$ cat src/rtl/pport_pkg.sv
// Shared constants for the Wishbone parallel port: register map, bit positions
// and the FIFO depth clamp.
package pport_pkg;

    typedef enum logic [1:0] {
        AddrSetup  = 2'd0,
        AddrStatus = 2'd1,
        AddrRxReg  = 2'd2,
        AddrTxReg  = 2'd3
    } pport_addr_e;

    localparam int unsigned SetupLbBit = 16;
    localparam int unsigned FlagOvfBit = 15;
    // On writes this bit requests a FIFO reset; on reads it is empty (RX) or full (TX).
    localparam int unsigned FlagRstBit = 12;
    localparam int unsigned TxStbBit   = 10;
    localparam int unsigned TxBusyBit  = 9;

    localparam int unsigned LgflenMin = 2;
    localparam int unsigned LgflenMax = 10;

    function automatic int unsigned clamp_lgflen(input int unsigned lg);
        if (lg < LgflenMin) return LgflenMin;
        if (lg > LgflenMax) return LgflenMax;
        return lg;
    endfunction

endpackage

$ cat src/rtl/pport_fifo.sv
// Synchronous FIFO of 2**LGFLEN words with soft clear. A push into a full FIFO
// completes only when a pop happens in the same cycle.
module pport_fifo
    import pport_pkg::*;
#(
    parameter int unsigned DW     = 8,
    parameter int unsigned LGFLEN = 4
) (
    input  logic              i_clk,
    input  logic              i_rst,
    input  logic              clr,
    input  logic              push,
    input  logic [DW-1:0]     wdata,
    input  logic              pop,
    output logic [DW-1:0]     rdata,
    output logic              empty_n,
    output logic              full,
    output logic [LGFLEN:0]   fill
);

    localparam int unsigned Depth = 1 << LGFLEN;

    logic [DW-1:0]     mem [Depth];
    logic [LGFLEN-1:0] wr_q, rd_q;
    logic [LGFLEN:0]   fill_q;
    logic              do_push, do_pop;

    assign empty_n = (fill_q != '0);
    // fill never exceeds Depth, so the MSB alone marks full.
    assign full    = fill_q[LGFLEN];
    assign fill    = fill_q;
    assign rdata   = mem[rd_q];

    always_comb begin
        do_pop  = pop && empty_n;
        do_push = push && (!full || do_pop);
    end

    always_ff @(posedge i_clk) begin
        if (i_rst || clr) begin
            wr_q   <= '0;
            rd_q   <= '0;
            fill_q <= '0;
        end else begin
            if (do_push) wr_q <= wr_q + 1'b1;
            if (do_pop)  rd_q <= rd_q + 1'b1;
            unique case ({do_push, do_pop})
                2'b10:   fill_q <= fill_q + 1'b1;
                2'b01:   fill_q <= fill_q - 1'b1;
                default: fill_q <= fill_q;
            endcase
        end
    end

    always_ff @(posedge i_clk) begin
        if (do_push) mem[wr_q] <= wdata;
    end

endmodule

$ cat src/rtl/wb_pport_ng.sv
// Wishbone-attached parallel port with RX/TX FIFOs and RX idle timeout.
// Optional internal TX->RX loopback when WB_PPORT_NG_LOOPBACK_EN is defined.
module wb_pport_ng
    import pport_pkg::*;
#(
    parameter int unsigned DW       = 8,
    parameter int unsigned LGFLEN   = 4,
    parameter logic [15:0] DEF_RXTO = 16'd64
) (
    input  logic          i_clk,
    input  logic          i_rst,
    input  logic          i_wb_cyc,
    input  logic          i_wb_stb,
    input  logic          i_wb_we,
    input  logic [1:0]    i_wb_addr,
    input  logic [31:0]   i_wb_data,
    output logic          o_wb_stall,
    output logic          o_wb_ack,
    output logic [31:0]   o_wb_data,
    input  logic          i_pp_stb,
    input  logic [DW-1:0] i_pp_data,
    output logic          o_pp_stb,
    output logic [DW-1:0] o_pp_data,
    input  logic          i_pp_busy,
    output logic          o_rx_int,
    output logic          o_rxfifo_int,
    output logic          o_rxto_int,
    output logic          o_tx_int,
    output logic          o_txfifo_int
);

    localparam int unsigned Lgf = clamp_lgflen(LGFLEN);

    logic          wb_acc, wb_wr, wb_rd, setup_wr;
    logic          rx_rd, tx_rd, lb;
    logic          rx_push, rx_pop, rx_clr, rx_empty_n, rx_full, rx_drop;
    logic          tx_push, tx_pop, tx_clr, tx_empty_n, tx_full, tx_drop;
    logic [DW-1:0] rx_wdata, rx_head, tx_head;
    logic [Lgf:0]  rx_fill, tx_fill;
    logic [31:0]   rd_d, rd_q;
    logic [1:0]    ack_q;
    logic [15:0]   rxto_q, to_cnt_q;
    logic          rx_ovf_q, tx_ovf_q, rxto_int_q, to_run;
    logic          unused_wb;

    assign unused_wb = ^i_wb_data;

    assign wb_acc   = i_wb_cyc && i_wb_stb;
    assign wb_wr    = wb_acc && i_wb_we;
    assign wb_rd    = wb_acc && !i_wb_we;
    assign setup_wr = wb_wr && (i_wb_addr == AddrSetup);
    assign rx_rd    = wb_rd && (i_wb_addr == AddrRxReg);
    assign tx_rd    = wb_rd && (i_wb_addr == AddrTxReg);

`ifdef WB_PPORT_NG_LOOPBACK_EN
    logic lb_q;
    always_ff @(posedge i_clk) begin
        if (i_rst)         lb_q <= 1'b0;
        else if (setup_wr) lb_q <= i_wb_data[SetupLbBit];
    end
    assign lb = lb_q;
`else
    assign lb = 1'b0;
`endif

    // In loopback the TX FIFO drains one word per cycle straight into RX.
    assign tx_pop   = tx_empty_n && (lb || !i_pp_busy);
    assign tx_push  = wb_wr && (i_wb_addr == AddrTxReg) && !i_wb_data[FlagRstBit];
    assign tx_clr   = setup_wr || (wb_wr && (i_wb_addr == AddrTxReg) && i_wb_data[FlagRstBit]);
    assign tx_drop  = tx_push && tx_full && !tx_pop && !tx_clr;

    assign rx_push  = lb ? tx_pop : i_pp_stb;
    assign rx_wdata = lb ? tx_head : i_pp_data;
    assign rx_pop   = rx_rd && rx_empty_n;
    assign rx_clr   = setup_wr || (wb_wr && (i_wb_addr == AddrRxReg) && i_wb_data[FlagRstBit]);
    assign rx_drop  = rx_push && rx_full && !rx_pop && !rx_clr;

    pport_fifo #(.DW(DW), .LGFLEN(Lgf)) u_rx_fifo (
        .i_clk   (i_clk),
        .i_rst   (i_rst),
        .clr     (rx_clr),
        .push    (rx_push),
        .wdata   (rx_wdata),
        .pop     (rx_pop),
        .rdata   (rx_head),
        .empty_n (rx_empty_n),
        .full    (rx_full),
        .fill    (rx_fill)
    );

    pport_fifo #(.DW(DW), .LGFLEN(Lgf)) u_tx_fifo (
        .i_clk   (i_clk),
        .i_rst   (i_rst),
        .clr     (tx_clr),
        .push    (tx_push),
        .wdata   (i_wb_data[DW-1:0]),
        .pop     (tx_pop),
        .rdata   (tx_head),
        .empty_n (tx_empty_n),
        .full    (tx_full),
        .fill    (tx_fill)
    );

    assign o_wb_stall   = 1'b0;
    assign o_wb_ack     = ack_q[1] && i_wb_cyc;
    assign o_pp_stb     = tx_empty_n && !lb;
    assign o_pp_data    = tx_head;
    assign o_rx_int     = rx_empty_n;
    assign o_rxfifo_int = rx_fill[Lgf] || rx_fill[Lgf-1];
    assign o_rxto_int   = rxto_int_q;
    assign o_tx_int     = !tx_full;
    assign o_txfifo_int = !(tx_fill[Lgf] || tx_fill[Lgf-1]);

    always_comb begin
        rd_d = '0;
        unique case (i_wb_addr)
            AddrSetup: begin
                rd_d[31:28]      = 4'(Lgf);
                rd_d[27:24]      = 4'(DW);
                rd_d[SetupLbBit] = lb;
                rd_d[15:0]       = rxto_q;
            end
            AddrStatus: rd_d = {16'(tx_fill), 16'(rx_fill)};
            AddrRxReg: begin
                rd_d[FlagOvfBit] = rx_ovf_q;
                rd_d[FlagRstBit] = !rx_empty_n;
                rd_d[11:0]       = 12'(rx_head);
            end
            AddrTxReg: begin
                rd_d[FlagOvfBit] = tx_ovf_q;
                rd_d[FlagRstBit] = tx_full;
                rd_d[TxStbBit]   = o_pp_stb;
                rd_d[TxBusyBit]  = i_pp_busy;
            end
            default: rd_d = '0;
        endcase
    end

    assign to_run = rx_empty_n && (rxto_q != '0);

    always_ff @(posedge i_clk) begin
        if (i_rst) begin
            ack_q      <= '0;
            rd_q       <= '0;
            o_wb_data  <= '0;
            rxto_q     <= DEF_RXTO;
            rx_ovf_q   <= 1'b0;
            tx_ovf_q   <= 1'b0;
            to_cnt_q   <= '0;
            rxto_int_q <= 1'b0;
        end else begin
            ack_q     <= {ack_q[0], wb_acc};
            o_wb_data <= rd_q;
            if (wb_acc)   rd_q   <= rd_d;
            if (setup_wr) rxto_q <= i_wb_data[15:0];

            if (setup_wr)     rx_ovf_q <= 1'b0;
            else if (rx_drop) rx_ovf_q <= 1'b1;
            else if (rx_rd)   rx_ovf_q <= 1'b0;

            if (setup_wr)     tx_ovf_q <= 1'b0;
            else if (tx_drop) tx_ovf_q <= 1'b1;
            else if (tx_rd)   tx_ovf_q <= 1'b0;

            // Counter saturates at rxto so the interrupt fires once per idle period.
            if (rx_clr || rx_push || !to_run) to_cnt_q <= '0;
            else if (to_cnt_q != rxto_q)      to_cnt_q <= to_cnt_q + 16'd1;

            if (rx_clr || rx_push || rx_rd) begin
                rxto_int_q <= 1'b0;
            end else if (to_run && (to_cnt_q != rxto_q) && (to_cnt_q + 16'd1 == rxto_q)) begin
                rxto_int_q <= 1'b1;
            end
        end
    end

endmodule

$ cat config.mk
export PLATFORM = sky130hd
export DESIGN_NAME = wb_pport_ng
export DESIGN_NICKNAME = d
export VERILOG_FILES = /design/src/rtl/pport_pkg.sv /design/src/rtl/pport_fifo.sv /design/src/rtl/wb_pport_ng.sv
export SDC_FILE = /design/constraint.sdc
export NUM_CORES = 1
export LEC_CHECK = 0
export BUFFER_PORTS_ARGS = -buffer_cell sky130_fd_sc_hd__buf_2
export CAP_MARGIN = 20
export CORE_MARGIN = 2
export CORE_UTILIZATION = 52
export DETAILED_ROUTE_END_ITERATION = 10
export PLACE_DENSITY_LB_ADDON = 0.3
export SYNTH_ARGS = -nofsm -noshare
export SYNTH_HDL_FRONTEND = slang
export SYNTH_SLANG_ARGS = --single-unit
$ cat constraint.sdc
create_clock -name i_clk -period 2.9 [get_ports i_clk]
set_clock_uncertainty 0.1 [all_clocks]
set_input_delay 0.58 -clock i_clk [delete_from_list [all_inputs] [get_ports i_clk]]
set_output_delay 0.58 -clock i_clk [all_outputs]
set_load 0.01 [all_outputs]
==> impl_results.md <==
* Die Height at about 180 microns
* Vias after detailed routing at around 8.7k
* Max-slew violation count at 0
* Synth cell types at 60
* Initial DRC Count at 708
* CP arrival at roughly 2400 ps
* Status: finished with violations
* WP data required at approximately 2200 ps
* Post-synth top cells: 256 x edfxtp_1, 115 x dfxtp_1, 75 x nor2_1, 67 x mux4_2, 63 x nand2_1
* GPL Wtd Cong at between 0.8 and 0.9
* Comb pwr share at under 10%
* Max clock buf depth at 3
* Leak at 6.03 nW
* Dpl ws at 82.5 ps
* Min Tclk post-route at about 3000 ps
* Pwr Density at 625 nW/um^2
* I/O pin count at 97
* Final Setup Violations at 8
* Critical path's slowest cell: mux4_2
* Sequential Power Share at a little over half
* Die ar. at between 30000 and 40000 sq um
* WHS at between 150 and 200 ps
* Overall power at roughly 11 mW
* Achievable clock frequency at around 330 MHz
* ANT cells at 0
* Slew headroom at 57.6%
* #FFs+latches synth at about 370
* Initial Util at 52.9%
* RSZ-0062 raised after global routing: yes
* Hold crit path type: in -> reg
* Final net count at ~1.2k
* Total CTS buffers at 39
* M1 WL at ~14000 microns
* Worst stage delay on the critical path at 510 ps
* Post-Synthesis Cells at 1006
* Synth-to-Final Area Change at 15.9%
* CTS tree: yes
* Clock root buffer: clkbuf_16
* Area contributors post-synth: edfxtp_1 50%, dfxtp_1 15%, mux4_2 9.9%, xnor2_1 2.4%, mux4_1 2.2%
* Via density at about 5.7
* Drt wl/cell at 20.3 microns
* # DRC at 0
* GRT Util Overall at between 20% and 30%
* Die width at around 180 microns
* H-tree levels at 2
* Met2 WL at 15000 microns
* Antenna violations before repair at 0
* GR Overflow Total at 0
* Internal power at 8.76 mW
* Critical path type: reg -> out
* Share of layout cells above drive strength 1 at 24.5%
* Final Hold Vio Count at 0
* Avg Cell Area, Syn at 15.1 sq um
* Kind of end point of the critical path: output pin
* Sw Share at between 20% and 30%
* Core Rows at 62
* Reg clk slew, reported paths at around 60 ps
* Max Fanout on Critical Path at 8
* Worst skew pair latency at about 530 ps
* Asr flop ratio synth at 0%
* Post-synthesis instance area at approximately 15000 sq um
* Antenna violation net count after detailed routing at 0
* Filler cells at around 2.1k
* CTS sink cnt at ~370
* Crit-path cells: buf_12 > buf_16 > mux4_2 > mux4_2 > buf_6
* First-pass iteration count of the detailed router at 5
* WL final at a little over 30000 microns
* CP Launch Type: flip-flop
* Metal3 WL at 1580 microns
* Largest net degree at the start of global routing at 33
* Slew @ Worst Pin at between 600 and 700 ps
* Synth area leader: edfxtp_1
* VDD IR max at slightly below 0.0006 V
* Max-cap viol count at 0
* Uppermost layer routed: met4
* Top cell type's share of synthesized area at around 50%
* Net switching power at about 2.3 mW
* CTS Hold Bufs at 0
* Dpl hpwl at 19900 microns
* Failing checks: negative setup slack
* Main synth FF type: edfxtp_1
* Clk pwr share at approximately 44%
* Final Cycle Share at 105%
* Most common cell on crit path: mux4_2
* I/O Buffers at 70
* Post-synth EDFFs at 256
* Yosys warnings at 0
* First-pass GRT wire length at approximately 48000 microns
* Core box area at approximately 29000 sq um
* Count leader, synth: edfxtp_1
* Setup ws final at -153 ps
* Vias in the first global route at roughly 8.6k
* Register area share after synthesis at between 60% and 70%
==> placed cells by master (no fill, tap or decap), types with 40 or more instances in the layout <==
cell type  synthesis  final
edfxtp_1         256    256
dfxtp_1          115    112
nor2_1            75     75
mux4_2            67     67
nand2_1           63     63
buf_2             13     63
buf_4             12     50
a21oi_1           45     44
xnor2_1           41     41
clkbuf_16          0     40
==> worst max-delay path, delay by kind of cell (launching register included) <==
kind	cells	cell delay (ps)
buf+inv	3	430
mux	2	1010
flops	1	410
==> registers in the layout, indices dropped and copies added, names as in the netlist, named ones only <==
| register | flops |
|---|---|
| u_rx_fifo.mem | 128 |
| u_tx_fifo.mem | 128 |
| o_wb_data | 22 |
| rd_q | 22 |
| rxto_q | 16 |
| to_cnt_q | 16 |
| u_rx_fifo.fill | 5 |
| u_tx_fifo.fill | 5 |
| u_rx_fifo.rd_q | 4 |
| u_rx_fifo.wr_q | 4 |
| u_tx_fifo.rd_q | 4 |
| u_tx_fifo.wr_q | 4 |
| ack_q | 2 |
| o_rxto_int | 1 |
| rx_ovf_q | 1 |
| tx_ovf_q | 1 |
==> path summary, 6_finish.rpt <==
check / cells after the start / start / slack [ps] / endpoint
worst max-delay path: 5 / flip-flop / -150 / o_pp_data[3]
worst min-delay path: 3 / i_wb_data[14] / 200 / rxto_q[14]
worst max register to register: 12 / u_rx_fifo.fill[3] / 200 / u_rx_fifo.fill[4]
worst min register to register: 1 / ack_q[0] / 340 / ack_q[1]
==> kinds of logic after synthesis <==
family / Yosys count / share of synthesized area [%]
flip-flops: 371 / 65.6
buffers and inverters: 95 / 3.02
multiplexers: 91 / 12.9
adder cells (fa/ha/maj): 17 / 1.40
AND/OR/NAND/NOR: 259 / 8.70
AO/OA/AOI/OAI: 108 / 4.63
XOR/XNOR: 64 / 3.68
other: 1 / 0.0246
==> power groups by stage <==
stage               registers, mW  clock network (mW)  logic, mW
floorplan                    5.83                   0      0.240
global placement             5.84                   0      0.389
detailed placement           5.84                   0      0.398
CTS                          5.73                4.96      0.414
global route                 5.73                5.18      0.452
finish                       5.73                4.88      0.412
==> repair_timing <==
action,in CTS,in global routing
gates cloned,3,0
setup buffers,2,0
endpoints found under the setup margin,8,8
gates resized for setup,11,1
hold endpoints to repair,0,0
==> per-stage QoR <==
stage / instances / area, sq um / setup TNS, ps / util (%)
2_1_floorplan: 1015 / 15300 / 0 / -
3_3_place_gp: 1456 / 16200 / 0 / 56.3
3_5_place_dp: 1456 / 16200 / 0 / 56.3
4_1_cts: 1532 / 17700 / -1350 / 61.4
5_1_grt: 1532 / 17600 / -1340 / 61.3
6_report: 1532 / 17600 / -1010 / 61.3
==> area by class of cell <==
type / count / area (sq um) / area share [%]
Timing Repair Buffer: 129 / 950 / 5.38
Inverter: 28 / 105 / 0.596
Sequential cell: 371 / 10000 / 56.7
Multi-Input combinational cell: 549 / 4830 / 27.4
Clock inverter: 13 / 154 / 0.872
Tap cell: 384 / 480 / 2.72
Clock buffer: 58 / 1130 / 6.40
==> routing by layer <==
layer | track usage, % | vias up
met3 | 3.20 | 53
met5 | 0 | -
met1 | 29.2 | 4377
met2 | 33.1 | 254
li1 | - | 4010
met4 | 5.56 | 0
(Power assumes the default switching activity.)
